===== src/rtl/cam_read.sv =====
// cam_read: captures a camera byte stream into frame-buffer pixel writes.
// Two bytes per pixel, one write pulse per pixel, capture starts only after a
// full vsync high-then-low sequence. Define RGB565_EN to take RGB565 input and
// truncate it to RGB444; the default build takes RGB444 input.
module cam_read #(
   parameter int unsigned AW       = 15,
   parameter int unsigned DW       = 12,
   parameter int unsigned IMA_SIZE = 19200
) (
   input  logic          clk_w,
   input  logic          reset,
   input  logic          vsync,
   input  logic          href,
   input  logic [7:0]    px_data,
   output logic [AW-1:0] addr_in,
   output logic [DW-1:0] data_in,
   output logic          regwrite,
   output logic          frame_done
);

   localparam int unsigned PIX_W = 12;
`ifdef RGB565_EN
   // Keeps R[4:1] and G[5:3] of the first byte.
   localparam int unsigned HI_W  = 7;
`else
   // Keeps R[3:0] of the first byte.
   localparam int unsigned HI_W  = 4;
`endif

   typedef enum logic [1:0] {
      INIT       = 2'd0,
      WAIT_FRAME = 2'd1,
      BYTE1      = 2'd2,
      BYTE2      = 2'd3
   } state_t;

   state_t            state_q;
   logic [AW-1:0]     cnt_q;
   logic [HI_W-1:0]   hi_q;
   logic [HI_W-1:0]   hi_next_c;
   logic [PIX_W-1:0]  pix_c;
   logic              cnt_full_c;

   // Pixel packing: only the bits that survive into the 12-bit pixel are kept.
   always_comb begin
`ifdef RGB565_EN
      hi_next_c = {px_data[7:4], px_data[2:0]};
      pix_c     = {hi_q[6:3], hi_q[2:0], px_data[7], px_data[4:1]};
`else
      hi_next_c = px_data[3:0];
      pix_c     = {hi_q, px_data};
`endif
      cnt_full_c = (cnt_q == AW'(IMA_SIZE));
   end

   // Capture FSM with registered outputs; write pulses are single-cycle.
   always_ff @(posedge clk_w or negedge reset) begin
      if (!reset) begin
         state_q    <= INIT;
         cnt_q      <= '0;
         hi_q       <= '0;
         addr_in    <= '0;
         data_in    <= '0;
         regwrite   <= 1'b0;
         frame_done <= 1'b0;
      end else begin
         regwrite   <= 1'b0;
         frame_done <= 1'b0;
         case (state_q)
            // Never start mid-frame: wait for the first vsync high.
            INIT: begin
               if (vsync) state_q <= WAIT_FRAME;
            end
            WAIT_FRAME: begin
               if (!vsync) begin
                  cnt_q   <= '0;
                  state_q <= BYTE1;
               end
            end
            BYTE1: begin
               if (vsync) begin
                  frame_done <= 1'b1;
                  state_q    <= WAIT_FRAME;
               end else if (href) begin
                  hi_q    <= hi_next_c;
                  state_q <= BYTE2;
               end
            end
            BYTE2: begin
               if (vsync) begin
                  // Pending half pixel is dropped at end of frame.
                  frame_done <= 1'b1;
                  state_q    <= WAIT_FRAME;
               end else begin
                  // href low here means an odd byte count: drop the half pixel.
                  state_q <= BYTE1;
                  if (href && !cnt_full_c) begin
                     addr_in  <= cnt_q;
                     data_in  <= DW'(pix_c);
                     regwrite <= 1'b1;
                     cnt_q    <= cnt_q + AW'(1);
                  end
               end
            end
            default: state_q <= INIT;
         endcase
      end
   end

endmodule


===== config.mk =====
export PLATFORM = sky130hd
export DESIGN_NAME = cam_read
export DESIGN_NICKNAME = d
export VERILOG_FILES = /design/src/rtl/cam_read.sv
export SDC_FILE = /design/constraint.sdc
export NUM_CORES = 1
export LEC_CHECK = 0
export ABC_CLOCK_PERIOD_IN_PS = 4170
export CAP_MARGIN = 20
export CORE_MARGIN = 5
export CORE_UTILIZATION = 56
export DETAILED_ROUTE_END_ITERATION = 16
export HOLD_SLACK_MARGIN = 0.05
export PLACE_DENSITY = 0.94
export SYNTH_ARGS = -nofsm -noshare
export SYNTH_HDL_FRONTEND = slang
export SYNTH_SLANG_ARGS = --single-unit

===== constraint.sdc =====
create_clock -name clk_w -period 4.17 [get_ports clk_w]
set_input_delay 0.417 -clock clk_w [delete_from_list [all_inputs] [get_ports clk_w]]
set_output_delay 0.417 -clock clk_w [all_outputs]
set_load 0.03 [all_outputs]

==> results, run 1 <==
- The critical path goes through inv_1, ha_1, or4bb_1, or4_4, nand2_8, inv_4, mux2_4.
- After detailed routing, the wire length on met1 is 2040 µm.
- Along the worst path, the maximum fanout reaches 25.
- The floorplan step defined a die boundary enclosing 5560 µm².
- The number of enable-type register cells in the synthesized netlist is 0.
- The die height is 74.5 µm.
- The storage element area is 1250 µm².
- The routed design could run at a clock period as short as 2.68 ns.
- On the worst path, the slowest cell contributes a delay of 0.69 ns.
- The number of antenna violations at the first check in global routing was 0.
- The relative max-transition margin is 49.5%.
- In this run the mean area of a mapped cell was 12.3 µm².
- The largest individual stage delay along the critical path comes from the cell sky130_fd_sc_hd__or4_4.
- The H-tree generated during clock tree synthesis spans 2 levels.
- The total of flip-flops plus latches after synthesis is 50.
- Fill cells in the final layout number 298.
- In the final timing run, aggregate negative setup slack is 0 ns.
- The via count of the first global-routing pass is 1743.
- Entering global routing, the biggest net connects 51 pins.
- The initial core utilization is 57.9%.
- The flop-to-flop setup slack is 1.49 ns.
- The first global-routing pass estimated 8420 µm of wire.
- The clock buffer count from CTS is 5.
- The buffer count from post-CTS setup fixing is 0.
- The total area of multi-input combinational cells is 976 µm².
- In the routed design, unresolved DRC markers number 0.
- For the worst flop-to-flop path, the logic depth is 7.
- For this run, the register share of the synthesized area comes to 53.6%.
- Clock tree synthesis found a total of 50 sinks.
- The clock latency on the worst-skew pair is 0.30 ns.
- Dividing total power by cell area gives a power density of 410 nW/µm².
- The max-capacitance violation count is 0.
- Data on the critical path arrives at its endpoint at 2.87 ns.
- In this run the remaining antenna-violating nets after routing total 0.
- In the layout the commonest cells are sky130_fd_sc_hd__dfrtp_1, sky130_fd_sc_hd__clkdlybuf4s50_1, sky130_fd_sc_hd__mux2_1.
- The class of the worst hold path is in -> async.
- After layout, the worst path uses 64.2% of the clock period.
- The launch point of the worst reg-to-reg path is cnt_q[1].
- The nature of the critical path startpoint is a register.
- The worst setup path category is reg -> reg.
- The synthesis warning total is 0.
- The routed wire length is 5150 µm.
- Setup repair after global routing left no endpoint under its margin.
- After the first detailed-routing iteration, the DRC count stood at 249.
- In this run the deepest clock path goes through 2 buffers.
- In this run the core area contains 23 standard-cell rows.
- In the routed layout, each cell is associated on average with a via count of 6.12.
- Setup violations remaining at the end of the flow were counted as 0.
- At the worst endpoint, the required time is 4.36 ns.
- The share of cells above drive strength 1 is 9.25%.
- The via count is 1694.
- The routed length on met2 is 2650 µm.
- The top layer reached by signal wires is met4.
- For this run the aggregate overflow at the end of global routing stands at 0.
- In the synthesized netlist the dominant register cell turns out to be sky130_fd_sc_hd__dfrtp_1.
- The clock tree from TritonCTS is done.
- The half-perimeter wire length after detailed placement is 3640 µm.
- At the pin with the least slew margin, the transition time is 0.752 ns.
- The placeable core region is 4030 µm².
- The global-route total usage across every layer is 20.5%.
- The post-cts repair resize count is 0.
- For this design the static power due to leakage is 0.00122 µW.
- The post-route clock skew is 0.00533 ns.
- After clock tree synthesis, the clock-pin slew on the worst setup and hold paths is 0.08 ns.
- The number of hold-slack violations in the final timing report is 0.
- The number of input and output port buffers inserted is 40.
- In this run the critical register-to-register path is captured at data_in[10].
- CTS placed an instance of sky130_fd_sc_hd__clkbuf_8 at the clock tree root.
- STA classifies the critical path endpoint as a register.
- The die is 74.5 µm wide.
- The hold-fix buffer count after cts is 0.
- In the detailed route, the total length drawn on met3 is 357 µm.
- The I/O pin total is 41.
- Counting every net in the synthesized netlist gives 204.
- The congestion estimate from routability-driven global placement came to 0.904.
- The maximum vdd ir drop is 0.386 mV.
- Of all flip-flops after synthesis, the portion carrying an async set or reset was 100%.
- The detailed-routing iteration count for the pre-antenna-repair pass is 4.
- The area overhead of the layout relative to synthesis is 20.9%.
- The commonest non-fill, non-tap cell in the layout is sky130_fd_sc_hd__dfrtp_1.
- Derived from the worst setup path, the maximum achievable clock frequency is 373 MHz.
- The number of antenna diodes in the final layout is 0.
- The cell count after synthesis is 190.
- The run finished with clean final reports.
- The netlist uses 41 different library cells.
- The total count of max-transition violations in the final report came to 0.
- The synthesized cell area is 2330 µm².
- The routed wire length per instance is 18.6 µm.
- On the final layout, the worst hold slack is 0.0369 ns.
- The total number of nets in the final design is 242.
-- through the flow --
stage	util (%)	cells	setup slack, ns	cell area (µm²)	total power (µW)
floorplan	-	190	1.78	2330	751
global placement	67.5	270	1.57	2720	876
detailed placement	67.5	270	1.51	2720	893
CTS	69.5	276	1.50	2800	1170
global route	70.0	277	1.40	2820	1210
finish	70.0	277	1.49	2820	1160
-- area by class of cell --
type                    count  area share, %
well taps                  50           2.22
multi-input cells         123           34.6
clock buffers               6           2.93
flip-flops and latches     50           44.4
inverters                   6          0.887
repair buffers             42           15.0
-- routing by layer --
metal	GRT usage, %	up-vias
li1	-	787
met1	25.7	814
met4	8.30	0
met2	33.3	82
met5	0	-
met3	6.08	11
-- worst max path at each step --
stage	startpoint	end	cells after the start
detailed placement	cnt_q[1]	data_in[10]	7
global route	cnt_q[0]	data_in[10]	7
floorplan	cnt_q[0]	addr_in[10]	7
CTS	cnt_q[0]	data_in[10]	7
global placement	cnt_q[0]	data_in[7]	7
finish	cnt_q[1]	data_in[10]	7
-- cells in the mapped netlist (2+ instances only) --
library cell	count	area share, %
sky130_fd_sc_hd__and2_1	3	0.80
sky130_fd_sc_hd__dfrtp_1	50	54
sky130_fd_sc_hd__or3_1	2	0.54
sky130_fd_sc_hd__mux2_4	6	3.9
sky130_fd_sc_hd__nor2_1	7	1.1
sky130_fd_sc_hd__nand2_1	6	0.97
sky130_fd_sc_hd__nor4_1	3	0.80
sky130_fd_sc_hd__buf_6	5	2.4
sky130_fd_sc_hd__a31oi_1	16	4.3
sky130_fd_sc_hd__nand3_1	12	2.6
sky130_fd_sc_hd__mux2_1	25	12
sky130_fd_sc_hd__and3_1	2	0.54
sky130_fd_sc_hd__o21ai_1	6	1.3
sky130_fd_sc_hd__ha_1	2	1.1
sky130_fd_sc_hd__nor3_1	3	0.64
sky130_fd_sc_hd__o211ai_1	5	1.6
sky130_fd_sc_hd__inv_1	5	0.80
sky130_fd_sc_hd__clkbuf_1	5	0.80
sky130_fd_sc_hd__nand4_1	5	1.3
-- state kept, by name (all words and copies together) (netlist names) --
| name | count |
|---|---|
| addr_in | 15 |
| cnt_q | 15 |
| data_in | 12 |
| frame_done | 1 |
| hi_q | 4 |
| regwrite | 1 |
| state_q | 2 |
-- critical path, delay by kind of cell (launching register included) --
kind | cells | cell delay [ns]
AND/OR/NAND/NOR | 3 | 1.48
flip-flops | 1 | 0.44
multiplexers | 1 | 0.32
buffers and inverters | 2 | 0.19
adder cells (fa/ha/maj) | 1 | 0.12
-- cells by family (layout without fill, tap and decap cells) --
group / count (synthesis) / count (layout) / share of synthesized area (%)
mux: 31 / 31 / 15.9
simple gates: 54 / 54 / 14.6
compound gates: 36 / 36 / 10.2
fa+ha+maj: 2 / 2 / 1.07
flops: 50 / 50 / 53.6
buf+inv: 17 / 54 / 4.51
-- power breakdown --
part / total, µW / internal, µW / switching, µW
combinational: 292 / 136 / 156
clock: 272 / 128 / 144
sequential: 593 / 546 / 46.6
total: 1160 / 810 / 347
Note: power is estimated with default switching activity, not from simulation.
==> inputs of run 2 (changes only) <==
==> config.mk (replaced) <==
export PLATFORM = sky130hd
export DESIGN_NAME = cam_read
export DESIGN_NICKNAME = d
export VERILOG_FILES = /design/src/rtl/cam_read.sv
export SDC_FILE = /design/constraint.sdc
export NUM_CORES = 1
export LEC_CHECK = 0
export ABC_CLOCK_PERIOD_IN_PS = 2780
export CAP_MARGIN = 20
export CORE_MARGIN = 5
export CORE_UTILIZATION = 52
export DETAILED_ROUTE_END_ITERATION = 16
export HOLD_SLACK_MARGIN = 0.05
export PLACE_DENSITY = 0.89
export SYNTH_ARGS = -nofsm -noshare
export SYNTH_HDL_FRONTEND = slang
export SYNTH_SLANG_ARGS = --single-unit
==> constraint.sdc (replaced) <==
create_clock -name clk_w -period 2.78 [get_ports clk_w]
set_input_delay 0.278 -clock clk_w [delete_from_list [all_inputs] [get_ports clk_w]]
set_output_delay 0.278 -clock clk_w [all_outputs]
set_load 0.03 [all_outputs]
==> run 2 against run 1 <==
  * First-iteration DRC count decreased by 2.8%
  * Fmax increased by 4.6%
  * Via count increased by 0.71%
  * Highest routed layer unchanged
  * Clock power increased by 54%
  * Sequential share of layout area decreased by 0.43 points
  * Global-route usage decreased by 2.8 points
  * Power increased by 50%
  * Wire length decreased by 3.3%
  * Combinational power increased by 49%
  * Critical path depth unchanged
  * Register-to-register slack got worse by 1.3 ns
  * Non-clock buffer count increased by 2
==> results, run 2 (same netlist as run 1, synthesis figures left out) <==
- The largest fanout on the critical path is 25 (unchanged).
- The die area was 5920 µm² (+6.6%).
- The worst setup path category is reg -> reg.
- The portion of total power attributed to the clock network was 24.2% (+0.7 points).
- The clock latency on the worst-skew pair was 0.31 ns (about the same).
- The placement-stage worst setup slack is 0.239 ns (-1.27 ns).
- The flow ran to the end, and the final reports show no timing, DRC or antenna violations.
- The share of cells above drive strength 1 came to 10.4% (+1.1 points).
- The post-route minimum period is 2.56 ns (-0.118 ns).
- The die height is 77.0 µm (+3.3%).
- The maximum frequency from static timing analysis came to 391 MHz (+4.6%).
- The buffer count from post-CTS setup fixing is 0 (unchanged).
- The horizontal die dimension is 77.0 µm (+3.3%).
- The number of H-tree levels came to 2 (unchanged).
- The wire length of the first global-routing pass is 8460 µm (+0.42%).
- The maximum number of pins on one net before global-route repair is 51 (unchanged).
- The global-route track usage on met2 is 27.3% (-5.9 points).
- The number of placement rows is 24 (+4.3%).
- The library cells used most frequently in the layout, excluding fill and tap cells, are sky130_fd_sc_hd__dfrtp_1, sky130_fd_sc_hd__clkdlybuf4s50_1, sky130_fd_sc_hd__mux2_1.
- The post-route worst setup slack was 0.220 ns (-1.27 ns).
- The power share of the combinational group is 25.0% (-0.2 points).
- The count of endpoints failing setup in the final report is 0 (unchanged).
- The initial core utilization is 53.6% (-4.3 points).
- The routability congestion estimate from global placement is 0.883 (-2.3%).
- The internal power is 1200 µW (+48%).
- The met3 track utilization from global routing came to 4.68% (-1.4 points).
- The cell sitting at the root of the clock tree is a sky130_fd_sc_hd__clkbuf_8.
- The detailed-routing iteration count for the pre-antenna-repair pass was 4 (unchanged).
- The number of nets with antenna violations after detailed routing came to 0 (unchanged).
- The max-capacitance violation count is 0 (unchanged).
- The timing startpoint of the critical path is cnt_q[0].
- The number of antenna violations at the first check in global routing came to 0 (unchanged).
- The number of clock sinks is 50 (unchanged).
- The maximum vdd ir drop was 0.446 mV (+16%).
- STA classifies the critical path endpoint as a register.
- The maximum root-to-sink buffer count is 2 (unchanged).
- The DRC violation count after routing is 0 (unchanged).
- The clock tree from TritonCTS is done.
- The clock buffer count from CTS is 5 (unchanged).
- The arrival time of the worst setup path is 2.76 ns (-0.11 ns).
- The data required time of the worst path was 2.98 ns (-1.38 ns).
- The part of the cycle the worst path needs was 92.1% (+28 points).
- The area of placed instances was 2730 µm² (+0.37%).
- The final cell count without fillers was 283 (+2.2%).
- STA classifies the critical path startpoint as a register.
- In this run the worst hold path is classified as in -> async.
- The library cell used most frequently in the layout, excluding fill and tap cells, is sky130_fd_sc_hd__dfrtp_1.
- The via count was 1706 (+0.71%).
- The relative max-transition margin is 57.8% (+8.3 points).
- The worst hold margin is 0.343 ns (+0.306 ns).
- The total leakage power is 0.00123 µW (+0.77%).
- The flop-to-flop setup slack is 0.22 ns (-1.27 ns).
- The routed wire length is 4980 µm (-3.3%).
- The total instance count after detailed placement is 273 (+1.1%).
- The total count of max-transition violations in the final report is 0 (unchanged).
- The diode insertion count for antenna repair came to 0 (unchanged).
- The post-route cell area was 2850 µm² (+0.98%).
- The via count of the first global-routing pass is 1742 (-0.057%).
- The accumulated negative setup slack came to 0 ns (unchanged).
- Setup repair after global routing left no endpoint under its margin.
- The number of vias per cell after detailed routing came to 6.03 (-1.4%).
- The placeable core region is 4350 µm² (+8.1%).
- The I/O pin total is 41 (unchanged).
- The half-perimeter wire length after detailed placement came to 3300 µm (-9.1%).
- The area growth from synthesis to layout is 22.1%.
- In the final layout, the registers with the most flip-flops are addr_in (15), cnt_q (15), data_in (12).
- The proportion of power drawn by flip-flops and latches is 50.8% (-0.4 points).
- The routed wire length per instance is 17.6 µm (-5.3%).
- The actual transition at the worst max-transition pin was 0.631 ns (-0.121 ns).
- The violation count after the first detailed-route iteration was 242 (-2.8%).
- The switching component of the power came to 538 µW (+55%).
- After global routing, the most crowded layer is met2.
- The total number of nets in the final design was 244 (+0.83%).
- The switching fraction of total power is 30.9% (+0.96 points).
- The global-route track usage on met1 is 23.3% (-2.4 points).
- The launch point of the worst reg-to-reg path is cnt_q[0].
- The number of hold-slack violations in the final timing report was 0 (unchanged).
- The global-route total usage across every layer is 17.7% (-2.8 points).
- The number of input and output port buffers inserted came to 40 (unchanged).
- The overall overflow remaining after global route came to 0 (unchanged).
- The post-route clock skew came to 0.00522 ns (-0.000111 ns).
- The clock transition at the register clock pins on the worst setup and hold paths after CTS is 0.09 ns (about the same).
- The post-cts repair resize count was 0 (unchanged).
- The total power density per cell area is 610 nW/µm² (+49%).
run 2: changes by cell type in the layout (fill, tap and decap cells not counted), sizes merged:
cell         delta
buf             +1
clkinv          +2
dlygate4sd3     +1
clkinvlp        +1
clkbuf          -1
run 2: repair_timing:
| item | CTS | global route |
|---|---|---|
| endpoints found under the hold margin | 0 | 7 |
| setup endpoints to repair | 0 | 0 |
| hold buffers | 0 | 1 |
run 2: through the flow:
step | utilization [%] | power, µW
4_1_cts | 64.7 | 1750
2_1_floorplan | - | 1130
3_5_place_dp | 62.6 | 1330
6_report | 65.4 | 1740
5_1_grt | 65.4 | 1820
3_3_place_gp | 62.6 | 1320
run 2: worst paths after layout:
kind                                     to  depth (start not counted)
worst max-delay path            data_in[10]                          7
worst min-delay path             addr_in[2]                          2
worst max register to register  data_in[10]                          7
worst min register to register  data_in[11]                          1
max in group asynchronous          cnt_q[5]                          3
min in group clk_w              data_in[11]                          1
run 2: layout make-up:
type,count,area [µm²]
clock inverters,3,21.3
inverters,6,25.0
clock buffers,5,68.8
multi-input cells,123,976
well taps,52,65.1
flip-flops and latches,50,1250
fillers,325,1510
repair buffers,44,440
run 2: routing by layer:
metal	up-vias	wire length, µm	part of all wire (%)
met4	0	120	2.4
met5	-	0	0
met2	65	2420	49
li1	793	-	-
met3	13	315	6.3
met1	835	2130	43
run 2: power groups by stage:
stage	Combinational [µW]	Clock [µW]	Sequential (µW)
after detailed placement	434	0	896
after global placement	424	0	891
after floorplan	107	0	1020
after global routing	462	460	896
final	435	420	884
after CTS	436	430	884
run 2: worst max-delay path, stage by stage, from the launching register on:
cell and delay (ns):
sky130_fd_sc_hd__dfrtp_1 0.44, sky130_fd_sc_hd__inv_1 0.09, sky130_fd_sc_hd__ha_1 0.14, sky130_fd_sc_hd__or4bb_1 0.55, sky130_fd_sc_hd__or4_4 0.59, sky130_fd_sc_hd__nand2_8 0.22
sky130_fd_sc_hd__inv_4 0.11, sky130_fd_sc_hd__mux2_4 0.31
==> inputs of run 3 (changes only) <==
--- a/config.mk
+++ b/config.mk
@@ -8,10 +8,11 @@
 export ABC_CLOCK_PERIOD_IN_PS = 2780
 export CAP_MARGIN = 20
 export CORE_MARGIN = 5
-export CORE_UTILIZATION = 52
+export CORE_UTILIZATION = 57
 export DETAILED_ROUTE_END_ITERATION = 16
+export DONT_BUFFER_PORTS = 1
 export HOLD_SLACK_MARGIN = 0.05
-export PLACE_DENSITY = 0.89
+export PLACE_DENSITY = 0.82
 export SYNTH_ARGS = -nofsm -noshare
 export SYNTH_HDL_FRONTEND = slang
 export SYNTH_SLANG_ARGS = --single-unit
==> run 3 against run 2 <==
  * Combinational power is 67% lower
  * Design area fell by 12%
  * Non-clock buffer count decreased by 38
  * Via count shrank 5.7%
  * Final cell count decreased by 14%
  * Fmax down 0.26%
  * Highest routed layer unchanged
  * Largest power group unchanged
  * Critical path type unchanged
  * Critical endpoint is now data_in[6]
  * First-iteration DRC count is 5.0% lower
  * Power shrank 3.5%
  * Worst hold slack got worse by 0.26 ns
==> results, run 3 (same netlist as run 1, synthesis figures left out) <==
- The run finished with clean final reports.
- The commonest non-fill, non-tap cell in the layout is sky130_fd_sc_hd__dfrtp_1.
- The maximum number of pins on one net before global-route repair is 51 (unchanged).
- The maximum frequency from static timing analysis is 390 MHz (-0.26%).
- The horizontal die dimension came to 74.0 µm (-3.9%).
- The class of the worst hold path is in -> reg.
- The max-capacitance violation count came to 0 (unchanged).
- The top cell types in the final layout, fill and taps aside, are sky130_fd_sc_hd__dfrtp_1, sky130_fd_sc_hd__mux2_1, sky130_fd_sc_hd__a31oi_1.
- The initial core utilization was 58.7% (+5.2 points).
- The storage element area came to 1250 µm² (unchanged).
- The clock buffer count from CTS is 5 (unchanged).
- The placeable core region came to 3970 µm² (-8.8%).
- The via count of the first global-routing pass is 1676 (-3.8%).
- The hold-fix buffer count after cts was 3 (+3).
- The largest fanout on the critical path is 25 (unchanged).
- The DRC violation count after routing is 0 (unchanged).
- The half-perimeter wire length after detailed placement is 3370 µm (+2.0%).
- STA classifies the critical path endpoint as a register.
- The area of placed instances was 2340 µm² (-14%).
- The nature of the critical path startpoint is a register.
- The number of nets with antenna violations after detailed routing is 0 (unchanged).
- The clock latency on the worst-skew pair is 0.31 ns (about the same).
- The accumulated negative setup slack is 0 ns (unchanged).
- Broken down by cell family, the worst path's largest delay share belongs to simple AND/OR/NAND/NOR gates.
- The clock transition at the register clock pins on the worst setup and hold paths after CTS is 0.09 ns (about the same).
- The total number of nets in the final design was 206 (-16%).
- The data required time of the worst path is 2.97 ns (about the same).
- The worst setup path is of the reg -> reg kind.
- The routability congestion estimate from global placement is 0.905 (+2.4%).
- The cell with the biggest individual delay on the critical path is sky130_fd_sc_hd__or4_4.
- The overall power after layout is 1680 µW (-3.5%).
- The maximum root-to-sink buffer count is 2 (unchanged).
- TritonCTS built the clock tree.
- The number of antenna violations at the first check in global routing came to 0 (unchanged).
- The die height is 74.0 µm (-3.9%).
- The share of cells above drive strength 1 is 12.4% (+2.0 points).
- The relative max-transition margin was 57.8% (about the same).
- The total area of multi-input combinational cells came to 976 µm² (unchanged).
- The I/O pin total is 41 (unchanged).
- The total count of max-transition violations in the final report is 0 (unchanged).
- The cell sitting at the root of the clock tree is a sky130_fd_sc_hd__clkbuf_8.
- The maximum vdd ir drop is 0.470 mV (+5.4%).
- The routed wire length is 4940 µm (-0.66%).
- The diode insertion count for antenna repair is 0 (unchanged).
- The number of cell instances on the worst register-to-register path is 7 (unchanged).
- The number of input and output port buffers inserted was 0 (-100%).
- The global-route total usage across every layer is 20.1% (+2.4 points).
- Traced cell by cell, the critical path runs through inv_1, ha_1, or4bb_1, or4_4, nand2_8, inv_4, mux2_4.
- The total power density per cell area was 673 nW/µm² (+10%).
- The post-route worst setup slack is 0.213 ns (-0.00673 ns).
- Counting instances, the worst hold path has a depth of 1.
- The number of clock sinks is 50 (unchanged).
- The number of placement rows is 23 (-4.2%).
- The post-route clock skew came to 0.0106 ns (+0.00535 ns).
- Setup repair after global routing left no endpoint under its margin.
- The arrival time of the worst setup path was 2.75 ns (about the same).
- The fill cell total of the finished layout came to 302 (-7.1%).
- The placement-stage worst setup slack is 0.212 ns (-0.0270 ns).
- The total leakage power came to 0.00111 µW (-9.8%).
- The number of vias per cell after detailed routing is 6.62 (+9.8%).
- The number of H-tree levels is 2 (unchanged).
- The actual transition at the worst max-transition pin came to 0.631 ns (+0.000146 ns).
- The buffer count from post-CTS setup fixing is 0 (unchanged).
- The number of logic stages on the critical path including buffering was 7 (unchanged).
- The post-cts repair resize count is 0 (unchanged).
- The area growth from synthesis to layout is 6.92%.
- The biggest cell delay along the critical path is 0.59 ns (about the same).
- The routed wire length per instance is 20.3 µm (+16%).
- The post-route cell area was 2490 µm² (-12%).
- The part of the cycle the worst path needs was 92.3% (+0.24 points).
- The number of hold-slack violations in the final timing report is 0 (unchanged).
- The post-route minimum period is 2.57 ns (+0.00673 ns).
- The number of buffers and inverters on the critical path is 2 (unchanged).
- The die area came to 5470 µm² (-7.7%).
- The largest registers in the layout are addr_in (15), cnt_q (15), data_in (12).
- The via count was 1609 (-5.7%).
- The count of endpoints failing setup in the final report is 0 (unchanged).
- The violation count after the first detailed-route iteration came to 230 (-5.0%).
- The detailed-routing iteration count for the pre-antenna-repair pass was 4 (unchanged).
- The wire length of the first global-routing pass came to 8480 µm (+0.25%).
- The overall overflow remaining after global route is 0 (unchanged).
run 3: cell count changes in the layout (fill, tap and decap cells not counted), sizes merged:
cell           change
clkinvlp           -1
clkdlybuf4s50     -39
bufinv             +1
dlygate4sd3        +1
run 3: path summary, 6_finish.rpt:
check	slack (ns)	to	from
worst max-delay path	0.21	data_in[6]	cnt_q[0]
worst min-delay path	0.08	state_q[0]	vsync
worst max register to register	0.21	data_in[6]	cnt_q[0]
worst min register to register	0.49	hi_q[1]	hi_q[1]
max in group asynchronous	2.07	cnt_q[0]	reset
min in group asynchronous	0.46	addr_in[7]	reset
run 3: layout make-up:
| type | instances | area share [%] |
|---|---|---|
| inverters | 6 | 1.00 |
| clock buffers | 5 | 2.76 |
| clock inverters | 3 | 1.61 |
| well taps | 50 | 2.51 |
| repair buffers | 6 | 2.81 |
| multi-input cells | 123 | 39.1 |
| flip-flops and latches | 50 | 50.2 |
run 3: stage by stage:
step                      hold WS [ns]  instances  utilization, %
after global routing            0.0807        243            62.8
after floorplan                -0.0176        190               -
after detailed placement       -0.0158        232            58.9
after global placement         -0.0156        232            58.9
final                           0.0810        243            62.8
after CTS                       0.0757        243            62.8
run 3: power by group:
group	internal [µW]	total [µW]	switching, µW
Sequential	817	1030	217
Combinational	82.0	142	60.0
Clock	265	501	236
run 3: routing by layer:
| metal | vias to the layer above | global-route usage [%] | share of wire [%] |
|---|---|---|---|
| met5 | - | 0 | 0 |
| met4 | 0 | 7.04 | 2.1 |
| met3 | 13 | 7.16 | 10 |
| met2 | 87 | 32.4 | 50 |
| met1 | 799 | 25.3 | 38 |
| li1 | 710 | - | - |
